[src/rtl/lbus_pkg.sv]
// Shared LBUS segment constants, segment record and the TX framing state type.
package lbus_pkg;
  localparam int SEG_W     = 128;
  localparam int SEG_BYTES = 16;
  localparam int MTY_W     = 4;
  localparam int NSEG      = 4;

  typedef enum logic {
    IDLE   = 1'b0,
    IN_PKT = 1'b1
  } state_t;

  typedef struct packed {
    logic [SEG_W-1:0] data;
    logic             ena;
    logic             sop;
    logic             eop;
    logic             err;
    logic [MTY_W-1:0] mty;
  } seg_t;

  // LBUS counts bytes from the MSB end, AXIS from bit 0.
  function automatic logic [SEG_BYTES-1:0] keep_rev16(input logic [SEG_BYTES-1:0] k);
    logic [SEG_BYTES-1:0] r;
    for (int j = 0; j < SEG_BYTES; j++) r[j] = k[SEG_BYTES-1-j];
    return r;
  endfunction
endpackage

[src/rtl/axis2lbus_tx_if.sv]
// 512-bit AXI4-Stream beat channel feeding the LBUS transmitter.
interface axis2lbus_tx_if;
  logic [511:0] tdata;
  logic [63:0]  tkeep;
  logic         tlast;
  logic         tuser;
  logic         tvalid;
  logic         tready;

  modport master (output tdata, tkeep, tlast, tuser, tvalid, input tready);
  modport slave  (input tdata, tkeep, tlast, tuser, tvalid, output tready);
endinterface

[src/rtl/axis2lbus_tx_keep2mty.sv]
// Converts a bit-reversed 16-bit segment keep into an LBUS empty-byte count.
module keep2mty
  import lbus_pkg::*;
(
  input  logic [SEG_BYTES-1:0] keep_rev,
  output logic [MTY_W-1:0]     mty
);
  logic [4:0] nvalid;
  logic [4:0] nempty;
  logic       run;

  // Valid bytes are the leading ones counted from the MSB; 16 empty wraps to 0.
  always_comb begin
    nvalid = '0;
    run    = 1'b1;
    for (int j = SEG_BYTES-1; j >= 0; j--) begin
      run    = run & keep_rev[j];
      nvalid = nvalid + {4'd0, run};
    end
    nempty = 5'd16 - nvalid;
    mty    = nempty[MTY_W-1:0];
  end
endmodule

[src/rtl/axis2lbus_tx.sv]
// AXIS 512-bit to CMAC 4-segment LBUS transmit adapter with framing, checks and stats.
module axis2lbus_tx #(
  parameter int NSEG       = 4,
  parameter int BYTE_CNT_W = 48
) (
  input  logic                  clk,
  input  logic                  rst_n,
  axis2lbus_tx_if.slave         s_axis,
  output logic [127:0]          tx_datain0, tx_datain1, tx_datain2, tx_datain3,
  output logic                  tx_enain0, tx_enain1, tx_enain2, tx_enain3,
  output logic                  tx_sopin0, tx_sopin1, tx_sopin2, tx_sopin3,
  output logic                  tx_eopin0, tx_eopin1, tx_eopin2, tx_eopin3,
  output logic                  tx_errin0, tx_errin1, tx_errin2, tx_errin3,
  output logic [3:0]            tx_mtyin0, tx_mtyin1, tx_mtyin2, tx_mtyin3,
  input  logic                  tx_rdyout,
  input  logic                  tx_unfout,
  output logic [31:0]           stat_pkts,
  output logic [BYTE_CNT_W-1:0] stat_bytes,
  output logic [15:0]           stat_bubbles,
  output logic                  keep_err,
  output logic                  unf_err
);
  import lbus_pkg::*;

  state_t           state_reg, state_next;
  logic             rdy_q;
  logic             acc;
  logic             keep_full, keep_contig, bad_nonlast, bad_keep;
  logic [NSEG-1:0]  seg_any;
  logic [1:0]       eop_seg;
  logic [6:0]       last_bytes;
  logic [SEG_W-1:0] seg_data [NSEG];
  logic [MTY_W-1:0] mty_raw  [NSEG];
  seg_t             seg_next [NSEG];
  seg_t             seg_reg  [NSEG];

  assign s_axis.tready = rdy_q;
  assign acc           = s_axis.tvalid & rdy_q;
  assign keep_full     = &s_axis.tkeep;
  // Contiguous-from-bit-0 masks are exactly those with keep & (keep+1) == 0.
  assign keep_contig   = ((s_axis.tkeep & (s_axis.tkeep + 64'd1)) == 64'd0);
  assign bad_nonlast   = !s_axis.tlast && !keep_full;
  assign bad_keep      = bad_nonlast || !keep_contig || (s_axis.tlast && (s_axis.tkeep == 64'd0));

  for (genvar gi = 0; gi < NSEG; gi++) begin : g_seg
    assign seg_any[gi] = |s_axis.tkeep[16*gi +: 16];
    keep2mty u_keep2mty (
      .keep_rev (keep_rev16(s_axis.tkeep[16*gi +: 16])),
      .mty      (mty_raw[gi])
    );
    for (genvar gk = 0; gk < SEG_BYTES; gk++) begin : g_byte
      assign seg_data[gi][SEG_W-1-8*gk -: 8] = s_axis.tdata[8*(16*gi+gk) +: 8];
    end
  end

  always_comb begin
    eop_seg = 2'd0;
    for (int i = 0; i < NSEG; i++) if (seg_any[i]) eop_seg = 2'(i);
    if (bad_nonlast) eop_seg = 2'd3;
  end

  assign last_bytes = {1'b0, eop_seg, 4'd0} + (7'd16 - {3'd0, mty_raw[eop_seg]});

  always_ff @(posedge clk) begin
    if (!rst_n) state_reg <= IDLE;
    else        state_reg <= state_next;
  end

  // An illegal keep on a non-last beat closes the packet early.
  always_comb begin
    state_next = state_reg;
    if (acc) state_next = (s_axis.tlast || bad_nonlast) ? IDLE : IN_PKT;
  end

  always_comb begin
    logic eop_i;
    for (int i = 0; i < NSEG; i++) begin
      eop_i              = acc && (s_axis.tlast || bad_nonlast) && (2'(i) == eop_seg);
      seg_next[i].data   = seg_data[i];
      seg_next[i].ena    = acc && (!s_axis.tlast || (2'(i) <= eop_seg));
      seg_next[i].sop    = acc && (i == 0) && (state_reg == IDLE);
      seg_next[i].eop    = eop_i;
      seg_next[i].err    = eop_i && (s_axis.tuser || bad_keep);
      seg_next[i].mty    = eop_i ? mty_raw[i] : '0;
    end
  end

  always_ff @(posedge clk) begin
    if (!rst_n) begin
      for (int i = 0; i < NSEG; i++) seg_reg[i] <= '0;
      rdy_q        <= 1'b0;
      stat_pkts    <= '0;
      stat_bytes   <= '0;
      stat_bubbles <= '0;
      keep_err     <= 1'b0;
      unf_err      <= 1'b0;
    end else begin
      rdy_q   <= tx_rdyout;
      unf_err <= unf_err | tx_unfout;
      for (int i = 0; i < NSEG; i++) begin
        seg_reg[i].ena <= seg_next[i].ena;
        seg_reg[i].sop <= seg_next[i].sop;
        seg_reg[i].eop <= seg_next[i].eop;
        seg_reg[i].err <= seg_next[i].err;
        if (acc) begin
          seg_reg[i].data <= seg_next[i].data;
          seg_reg[i].mty  <= seg_next[i].mty;
        end
      end
      if (acc) begin
        stat_bytes <= stat_bytes + (s_axis.tlast ? BYTE_CNT_W'(last_bytes) : BYTE_CNT_W'(64));
        if (s_axis.tlast || bad_nonlast) stat_pkts <= stat_pkts + 32'd1;
        if (bad_keep) keep_err <= 1'b1;
      end
      if (state_reg == IN_PKT && rdy_q && !s_axis.tvalid && stat_bubbles != 16'hFFFF)
        stat_bubbles <= stat_bubbles + 16'd1;
    end
  end

  assign tx_datain0 = seg_reg[0].data;  assign tx_datain1 = seg_reg[1].data;
  assign tx_datain2 = seg_reg[2].data;  assign tx_datain3 = seg_reg[3].data;
  assign tx_enain0  = seg_reg[0].ena;   assign tx_enain1  = seg_reg[1].ena;
  assign tx_enain2  = seg_reg[2].ena;   assign tx_enain3  = seg_reg[3].ena;
  assign tx_sopin0  = seg_reg[0].sop;   assign tx_sopin1  = seg_reg[1].sop;
  assign tx_sopin2  = seg_reg[2].sop;   assign tx_sopin3  = seg_reg[3].sop;
  assign tx_eopin0  = seg_reg[0].eop;   assign tx_eopin1  = seg_reg[1].eop;
  assign tx_eopin2  = seg_reg[2].eop;   assign tx_eopin3  = seg_reg[3].eop;
  assign tx_errin0  = seg_reg[0].err;   assign tx_errin1  = seg_reg[1].err;
  assign tx_errin2  = seg_reg[2].err;   assign tx_errin3  = seg_reg[3].err;
  assign tx_mtyin0  = seg_reg[0].mty;   assign tx_mtyin1  = seg_reg[1].mty;
  assign tx_mtyin2  = seg_reg[2].mty;   assign tx_mtyin3  = seg_reg[3].mty;
endmodule

[src/flat_wrapper.sv]
// flat-port wrapper written by rule: the top's interface ports become plain ports
module axis2lbus_tx_flat import lbus_pkg::*;
#(
  parameter int NSEG       = 4,
  parameter int BYTE_CNT_W = 48
)
  (clk, rst_n, tx_datain0, tx_datain1, tx_datain2, tx_datain3, tx_enain0, tx_enain1, tx_enain2, tx_enain3, tx_sopin0, tx_sopin1, tx_sopin2, tx_sopin3, tx_eopin0, tx_eopin1, tx_eopin2, tx_eopin3, tx_errin0, tx_errin1, tx_errin2, tx_errin3, tx_mtyin0, tx_mtyin1, tx_mtyin2, tx_mtyin3, tx_rdyout, tx_unfout, stat_pkts, stat_bytes, stat_bubbles, keep_err, unf_err, s_axis_tdata, s_axis_tkeep, s_axis_tlast, s_axis_tuser, s_axis_tvalid, s_axis_tready);
  axis2lbus_tx_if s_axis_i ();
  input  logic clk;
  input  logic rst_n;
  output logic [127:0] tx_datain0;
  output logic [127:0] tx_datain1;
  output logic [127:0] tx_datain2;
  output logic [127:0] tx_datain3;
  output logic tx_enain0;
  output logic tx_enain1;
  output logic tx_enain2;
  output logic tx_enain3;
  output logic tx_sopin0;
  output logic tx_sopin1;
  output logic tx_sopin2;
  output logic tx_sopin3;
  output logic tx_eopin0;
  output logic tx_eopin1;
  output logic tx_eopin2;
  output logic tx_eopin3;
  output logic tx_errin0;
  output logic tx_errin1;
  output logic tx_errin2;
  output logic tx_errin3;
  output logic [3:0] tx_mtyin0;
  output logic [3:0] tx_mtyin1;
  output logic [3:0] tx_mtyin2;
  output logic [3:0] tx_mtyin3;
  input  logic tx_rdyout;
  input  logic tx_unfout;
  output logic [31:0] stat_pkts;
  output logic [BYTE_CNT_W-1:0] stat_bytes;
  output logic [15:0] stat_bubbles;
  output logic keep_err;
  output logic unf_err;
  input wire logic [$bits(s_axis_i.tdata)-1:0] s_axis_tdata;
  input wire logic [$bits(s_axis_i.tkeep)-1:0] s_axis_tkeep;
  input wire logic [$bits(s_axis_i.tlast)-1:0] s_axis_tlast;
  input wire logic [$bits(s_axis_i.tuser)-1:0] s_axis_tuser;
  input wire logic [$bits(s_axis_i.tvalid)-1:0] s_axis_tvalid;
  output wire logic [$bits(s_axis_i.tready)-1:0] s_axis_tready;
  assign s_axis_i.tdata = s_axis_tdata;
  assign s_axis_i.tkeep = s_axis_tkeep;
  assign s_axis_i.tlast = s_axis_tlast;
  assign s_axis_i.tuser = s_axis_tuser;
  assign s_axis_i.tvalid = s_axis_tvalid;
  assign s_axis_tready = s_axis_i.tready;
  axis2lbus_tx #(.NSEG(NSEG), .BYTE_CNT_W(BYTE_CNT_W)) u_core (.clk(clk), .rst_n(rst_n), .s_axis(s_axis_i), .tx_datain0(tx_datain0), .tx_datain1(tx_datain1), .tx_datain2(tx_datain2), .tx_datain3(tx_datain3), .tx_enain0(tx_enain0), .tx_enain1(tx_enain1), .tx_enain2(tx_enain2), .tx_enain3(tx_enain3), .tx_sopin0(tx_sopin0), .tx_sopin1(tx_sopin1), .tx_sopin2(tx_sopin2), .tx_sopin3(tx_sopin3), .tx_eopin0(tx_eopin0), .tx_eopin1(tx_eopin1), .tx_eopin2(tx_eopin2), .tx_eopin3(tx_eopin3), .tx_errin0(tx_errin0), .tx_errin1(tx_errin1), .tx_errin2(tx_errin2), .tx_errin3(tx_errin3), .tx_mtyin0(tx_mtyin0), .tx_mtyin1(tx_mtyin1), .tx_mtyin2(tx_mtyin2), .tx_mtyin3(tx_mtyin3), .tx_rdyout(tx_rdyout), .tx_unfout(tx_unfout), .stat_pkts(stat_pkts), .stat_bytes(stat_bytes), .stat_bubbles(stat_bubbles), .keep_err(keep_err), .unf_err(unf_err));
endmodule
[config.mk]
export PLATFORM = sky130hd
export DESIGN_NAME = axis2lbus_tx_flat
export DESIGN_NICKNAME = d
export VERILOG_FILES = /design/src/rtl/lbus_pkg.sv /design/src/rtl/axis2lbus_tx_if.sv /design/src/rtl/axis2lbus_tx_keep2mty.sv /design/src/rtl/axis2lbus_tx.sv /design/src/flat_wrapper.sv
export SDC_FILE = /design/constraint.sdc
export NUM_CORES = 1
export LEC_CHECK = 0
export CORE_AREA = 2 2 476 478
export DETAILED_ROUTE_END_ITERATION = 7
export DIE_AREA = 0 0 478 480
export PLACE_DENSITY = 0.43
export RECOVER_POWER = 100
export SYNTH_ARGS = -nofsm -noshare
export SYNTH_HDL_FRONTEND = slang
export SYNTH_SLANG_ARGS = --single-unit
[constraint.sdc]
create_clock -name clk -period 15.9 [get_ports clk]
set_input_delay 1.59 -clock clk [delete_from_list [all_inputs] [get_ports clk]]
set_output_delay 1.59 -clock clk [all_outputs]
set_load 0.01 [all_outputs]
======== After elaboration in Yosys (flattened, before gate mapping) ========
Memories as Yosys holds them, arrays and structs flattened.
Cells that the tools add are included.
storage, ports and cells
  memories kept ........................... 1
  bits in registers ....................... 100
  logic and storage cells ................. 258
  bits in writable memories ............... 544
memories
  name            depth  bits a word  rd ports  clocked after Yosys merged registers in  write ports  line                source
  u_core.seg_reg  4      136          4         0                                        4            axis2lbus_tx.sv:35  seg_t seg_reg [NSEG];
cells by class
  bitwise gates (word level) .............. 89
  reductions and logical operators ........ 40
  magnitude comparators ................... 5
  equality and inequality tests ........... 4
  $add $sub $neg .......................... 70
  muxes and demuxes ....................... 42
operators by type and width
  kind                     number
  $mux W128                4
  $add A4 B1 Y4            48
  $logic_not A64 Y1        2
  $add A64 B1 Y64 const B  1
  $and A64 B64 Y64         1
  $reduce_and A64 Y1       1
  $and A1 B1 Y1            61
  $add A48 B48 Y48         1
  $reduce_or A16 Y1        3
  $mux W4                  10
  $add A32 B1 Y32 const B  1
  $or A1 B1 Y1             25
  $mux W1                  23
  $logic_and A1 B1 Y1      19
  $add A16 B1 Y16 const B  1
  $add A3 B1 Y4            4
  $ne A16 B16 Y1 const B   1
  $sub A1 B4 Y4 const A    4
  $add A2 B1 Y3            4
  $add A1 B1 Y2            4
  $bmux W4 S2              1
  $logic_or A1 B1 Y1       8
  $add A6 B7 Y7            1
  $mux W7                  1
  other kinds (12)         21

======== Logic depth before layout (Yosys ltp) ========
  word-level depth ........................ 24
  depth in mapped cells ................... 33
  gate-level depth less buffers ........... 30

======== Modules after synthesis ========
A second synthesis with hierarchy kept.
unflattened totals
  cells, all modules ...................... 2,146
  area, all modules ....................... 27,959.3 um^2
by module, submodules not included
  module        cells each  area an instance (um^2)  times used
  axis2lbus_tx  1,922       26,042.5                 1
  keep2mty      56          479.2                    4

======== Worst setup path after synthesis ========
Ideal clock, no wire load.
  kind .................................... input-to-reg
  start ................................... input port rst_n
  end ..................................... memory u_core.seg_reg[0][0] in the netlist's numbering (enable)
  setup time .............................. 3.752 ns
  path slack .............................. 1.307 ns
  stages on the path ...................... 4
  buffers on the path ..................... 3
  arrival ................................. 10.842 ns
  required time ........................... 12.148 ns
  cell sequence ........................... clkbuf_1 -> clkbuf_1 -> clkbuf_1 -> nand2_1
RTL lines
  item                line                source
  start: declaration  flat_wrapper.sv:10  input logic rst_n;
  end: declaration    axis2lbus_tx.sv:35

======== Worst setup path in the final report ========
  start ................................... input port s_axis_tkeep[18]
  end ..................................... register u_core.stat_bytes[23]
between the ends
  word-level cells in the longest chain between the ends .. 23
RTL lines
  item                                                                  line                                                      source
  start: declaration                                                    flat_wrapper.sv:43                                        input wire logic [$bits(s_axis_i.tkeep)-1:0] s_axis_tkeep;
  $and A1 B1 Y1                                                         axis2lbus_tx_keep2mty.sv:17                               run = run & keep_rev[j];
  $add A2 B1 Y3 / $and A1 B1 Y1 (equally long branches)                 axis2lbus_tx_keep2mty.sv:18, axis2lbus_tx_keep2mty.sv:17
  $add A3 B1 Y4 / $and A1 B1 Y1 (equally long branches)                 axis2lbus_tx_keep2mty.sv:18, axis2lbus_tx_keep2mty.sv:17
  $add A4 B1 Y4 / $and A1 B1 Y1 (equally long branches) (11 in series)  axis2lbus_tx_keep2mty.sv:18, axis2lbus_tx_keep2mty.sv:17
  $add A4 B1 Y4                                                         axis2lbus_tx_keep2mty.sv:18                               nvalid = nvalid + {4'd0, run};
  $sub A1 B4 Y4                                                         axis2lbus_tx_keep2mty.sv:20                               nempty = 5'd16 - nvalid;
  $bmux W4 S2                                                           axis2lbus_tx.sv:62                                        assign last_bytes = {1'b0, eop_seg, 4'd0} + (7'd16 - {3'd0, mty_raw[eop_seg]});
  $mux W4 (implied by the code) (2 in series)                           axis2lbus_tx.sv:62
  $sub A5 B4 Y6                                                         axis2lbus_tx.sv:62
  $add A6 B7 Y7 (*)                                                     axis2lbus_tx.sv:62
  $mux W7 (*)                                                           axis2lbus_tx.sv:111                                       stat_bytes <= stat_bytes + (s_axis.tlast ? BYTE_CNT_W'(last_bytes) : BYTE_CNT_W'(64));
  $add A48 B48 Y48 (*)                                                  axis2lbus_tx.sv:111
  end signal: assignment                                                axis2lbus_tx.sv:111
  end: declaration                                                      axis2lbus_tx.sv:18                                        output logic [BYTE_CNT_W-1:0] stat_bytes,
Mark *: on every way between the ends. The rest lies on a longest branch, timed or not. The select of a mux whose other input is x is not followed.
A chain may end at the register's enable or synchronous reset.

==> flow_summary_export.csv <==
group,metric,value,unit
critical_path,cp_num_buf_inv,3,
synth,synth_cell_types,64,
floorplan,start_util,12.4,%
placed_design,io_buffers,1222,
pwr,powerDensity,100,nW/µm²
sta,hold_violations,0,
clock_tree,cts_tree,"built",
drt,routed_wl,191,mm
clock_tree,clockBufferDepth,3,
global_route,grt_pass1_vias,23900,
sta,setup_viol,0,
drt,vias,24100,
pwr,p_leak,19.4,nW
critical_path,max_stage_delay,2150,ps
critical_path,cp-end-kind,"flop",
flow_run,maxCapViolations,19,
clock_tree,insertion_delay,720,ps
critical_path,cp.required,16330,ps
clock_tree,cts_root_buf,"clkbuf_16",
drt,wl_per_cell,29.5,µm
clock_tree,post_cts_resized,0,
synth,syn_area,27700,µm²
critical_path,arrival,11020,ps
global_route,grt_max_degree,218,
final_layout,syn_to_final_growth,67.3,%
floorplan,rows,174,
drt,drc,0,
drt,viasPerCell,3.73,
global_route,grt-ovfl-total,0,
drt,drt_iter0_markers,1649,
drt,met2WireLength,92.7,mm
critical_path,crit_path_top_delay_cell,"a21oi_1",
sta,period_share,66.6,%
sta,finalSetupTns,0,ps
clock_tree,postCtsHoldBufs,0,
run_status,status,"complete, but fails checks",
floorplan,core-area,224000,µm²
min_path,hold_path_depth,1,
final_layout,fin_util,20.7,%
synth,postSynthAreaPerCell,12.7,µm²
final_layout,drive_gt1_share,5.09,%
critical_path,reg2reg_depth,5,
critical_path,critPathTopFamily,"adder cells",
drt,wl_met3,17.1,mm
placed_design,dp_hpwl,153,mm
synth,async_flop_share,0,%
critical_path,path_class,"input port to flop",
clock_tree,clkTransAtPathRegs,70,ps
sta,fmax,94.4,MHz
global_route,grt.total_usage,16.0,%
drt,final_antenna_net_count,0,
synth,synth-edff-count,528,
min_path,hold_path.class,"flop to flop",
floorplan,die_area,229000,µm²
pwr,ir_drop,0.0771,mV
global_route,grt_pass1_wl,244,mm
floorplan,die_width,478,µm
sta,fin_worst_hold_slack,466,ps
synth,synth_flop_cell,"edfxtp_1",
critical_path,start_kind,"input port",
sta,rsz0062_at_grt,"false",
critical_path,cp_max_fo,37,
synth,syn_inst,2191,
sta,tightest_slew,4500,ps
synth,ys_ff_latch,641,
clock_tree,cts_setup_buffers,0,
clock_tree,cts_sinks,641,
floorplan,die_y,480,µm
clock_tree,htreeDepth,3,
sta,slew_headroom,-200,%
sta,final-max-slew-violation-count,1324,
synth,synth-seq-area-share,65.4,%
sta,min_period,10590,ps
critical_path,crit_top_cell,"ha_1",
pwr,p_total,4.64,mW
sta,clock-skew-final,25.0,ps
drt,highest_layer,"met5",
drt,dr.pass1.iters,6,
final_layout,largest_reg_flops,541,
clock_tree,cts_made_buffers,91,
global_route,grt_antenna_before_repair,84,
drt,met1_length,76.7,mm
sta,fin_ws,5310,ps
placed_design,gp_congestion,0.887,
floorplan,io_pins,1226,
run_status,violations,"capacitance limit, slew limit",
critical_path,worst-path-stages,28,
final_layout,fin_nets,4055,
placed_design,pre_cts_ws,6260,ps
synth,yosys_warnings,0,
-- worst register-to-register path: cells and delay by family, from the launching register on --
family,cells,cell delay (ps)
DFF,1,410
buffers and inverters,3,6240
and+or+nand+nor,2,2390
-- kinds of logic (layout without fill, tap and decap cells) --
family	Yosys count	after routing	synth area share, %
other cells	1	12	0.0135
xor+xnor	69	69	2.18
flops	641	641	65.4
mux	9	9	0.330
fa+ha+maj	93	93	4.77
compound gates	159	159	3.52
buf+inv	215	1477	3.00
simple gates	1004	1004	20.8
-- through the flow --
stage,cells,area (µm²)
floorplan,2193,27700
global placement,6278,43400
detailed placement,6278,43400
CTS,6447,46500
global route,6448,46400
finish,6456,46400
-- Yosys cell counts (all sizes together) (28+ instances only) --
cell type  instances  area [µm²]
o21ai             50         250
xor2              36         315
xnor2             33         289
ha                72         901
edfxtp           528       15900
nand2             93         352
and3             531        3320
nor3              34         175
nand3             52         260
inv               65         244
and2              28         175
a21oi             49         245
nand4             45         322
dfxtp            113        2260
clkbuf           138         518
nor2             124         473
-- layer usage --
layer / vias up / track usage [%]
met4: 18 / 3.48
met1: 12100 / 18.9
met2: 1087 / 27.3
li1: 10600 / -
met3: 239 / 6.06
met5: - / 0
-- power by group --
| group | switching, mW | internal, mW |
|---|---|---|
| sequential | 0.0255 | 1.89 |
| clock | 0.922 | 1.28 |
| combinational | 0.287 | 0.243 |
-- layout make-up --
| cell class | instances | area (µm²) |
|---|---|---|
| diodes | 9 | 22.5 |
| well taps | 2992 | 3740 |
| flip-flops and latches | 641 | 18100 |
| multi-input cells | 1337 | 8780 |
| clock buffers | 114 | 2470 |
| repair buffers | 1243 | 12300 |
| inverters | 65 | 245 |
| fillers | 24200 | 178000 |
| clock inverters | 55 | 668 |
-- final timing paths --
| kind | from | end | slack [ps] |
|---|---|---|---|
| worst max-delay path | s_axis_tkeep[18] | u_core.stat_bytes[23] | 5310 |
| worst max register to register | u_core.s_axis.tready | u_core.seg_reg[2][134] | 6700 |
| worst min register to register | u_core.keep_err | u_core.keep_err | 470 |
| worst min-delay path | u_core.keep_err | u_core.keep_err | 470 |
-- cells in the final DEF, fill, tap and decap left out, types with 9 or more instances in the layout --
cell	synthesis	layout
dlygate4sd3_1	0	645
clkdlybuf4s50_1	0	576
and3_1	531	531
edfxtp_1	528	528
nor2_1	123	123
dfxtp_1	113	113
clkbuf_16	0	93
nand2_1	92	92
ha_1	72	72
inv_1	64	64
nand3_1	52	52
o21ai_0	49	49
a21oi_1	49	49
nand4_1	40	42
xor2_1	36	36
xnor2_1	33	33
nor3_1	33	32
clkbuf_1	138	31
or3_1	27	27
nor4_1	21	21
fa_1	21	21
o31ai_1	17	17
and2_1	28	16
clkinv_2	0	14
and2_0	0	12
or2_2	10	10
clkinv_1	0	10
bufinv_16	0	10
diode_2	0	9
(Power assumes the default switching activity.)
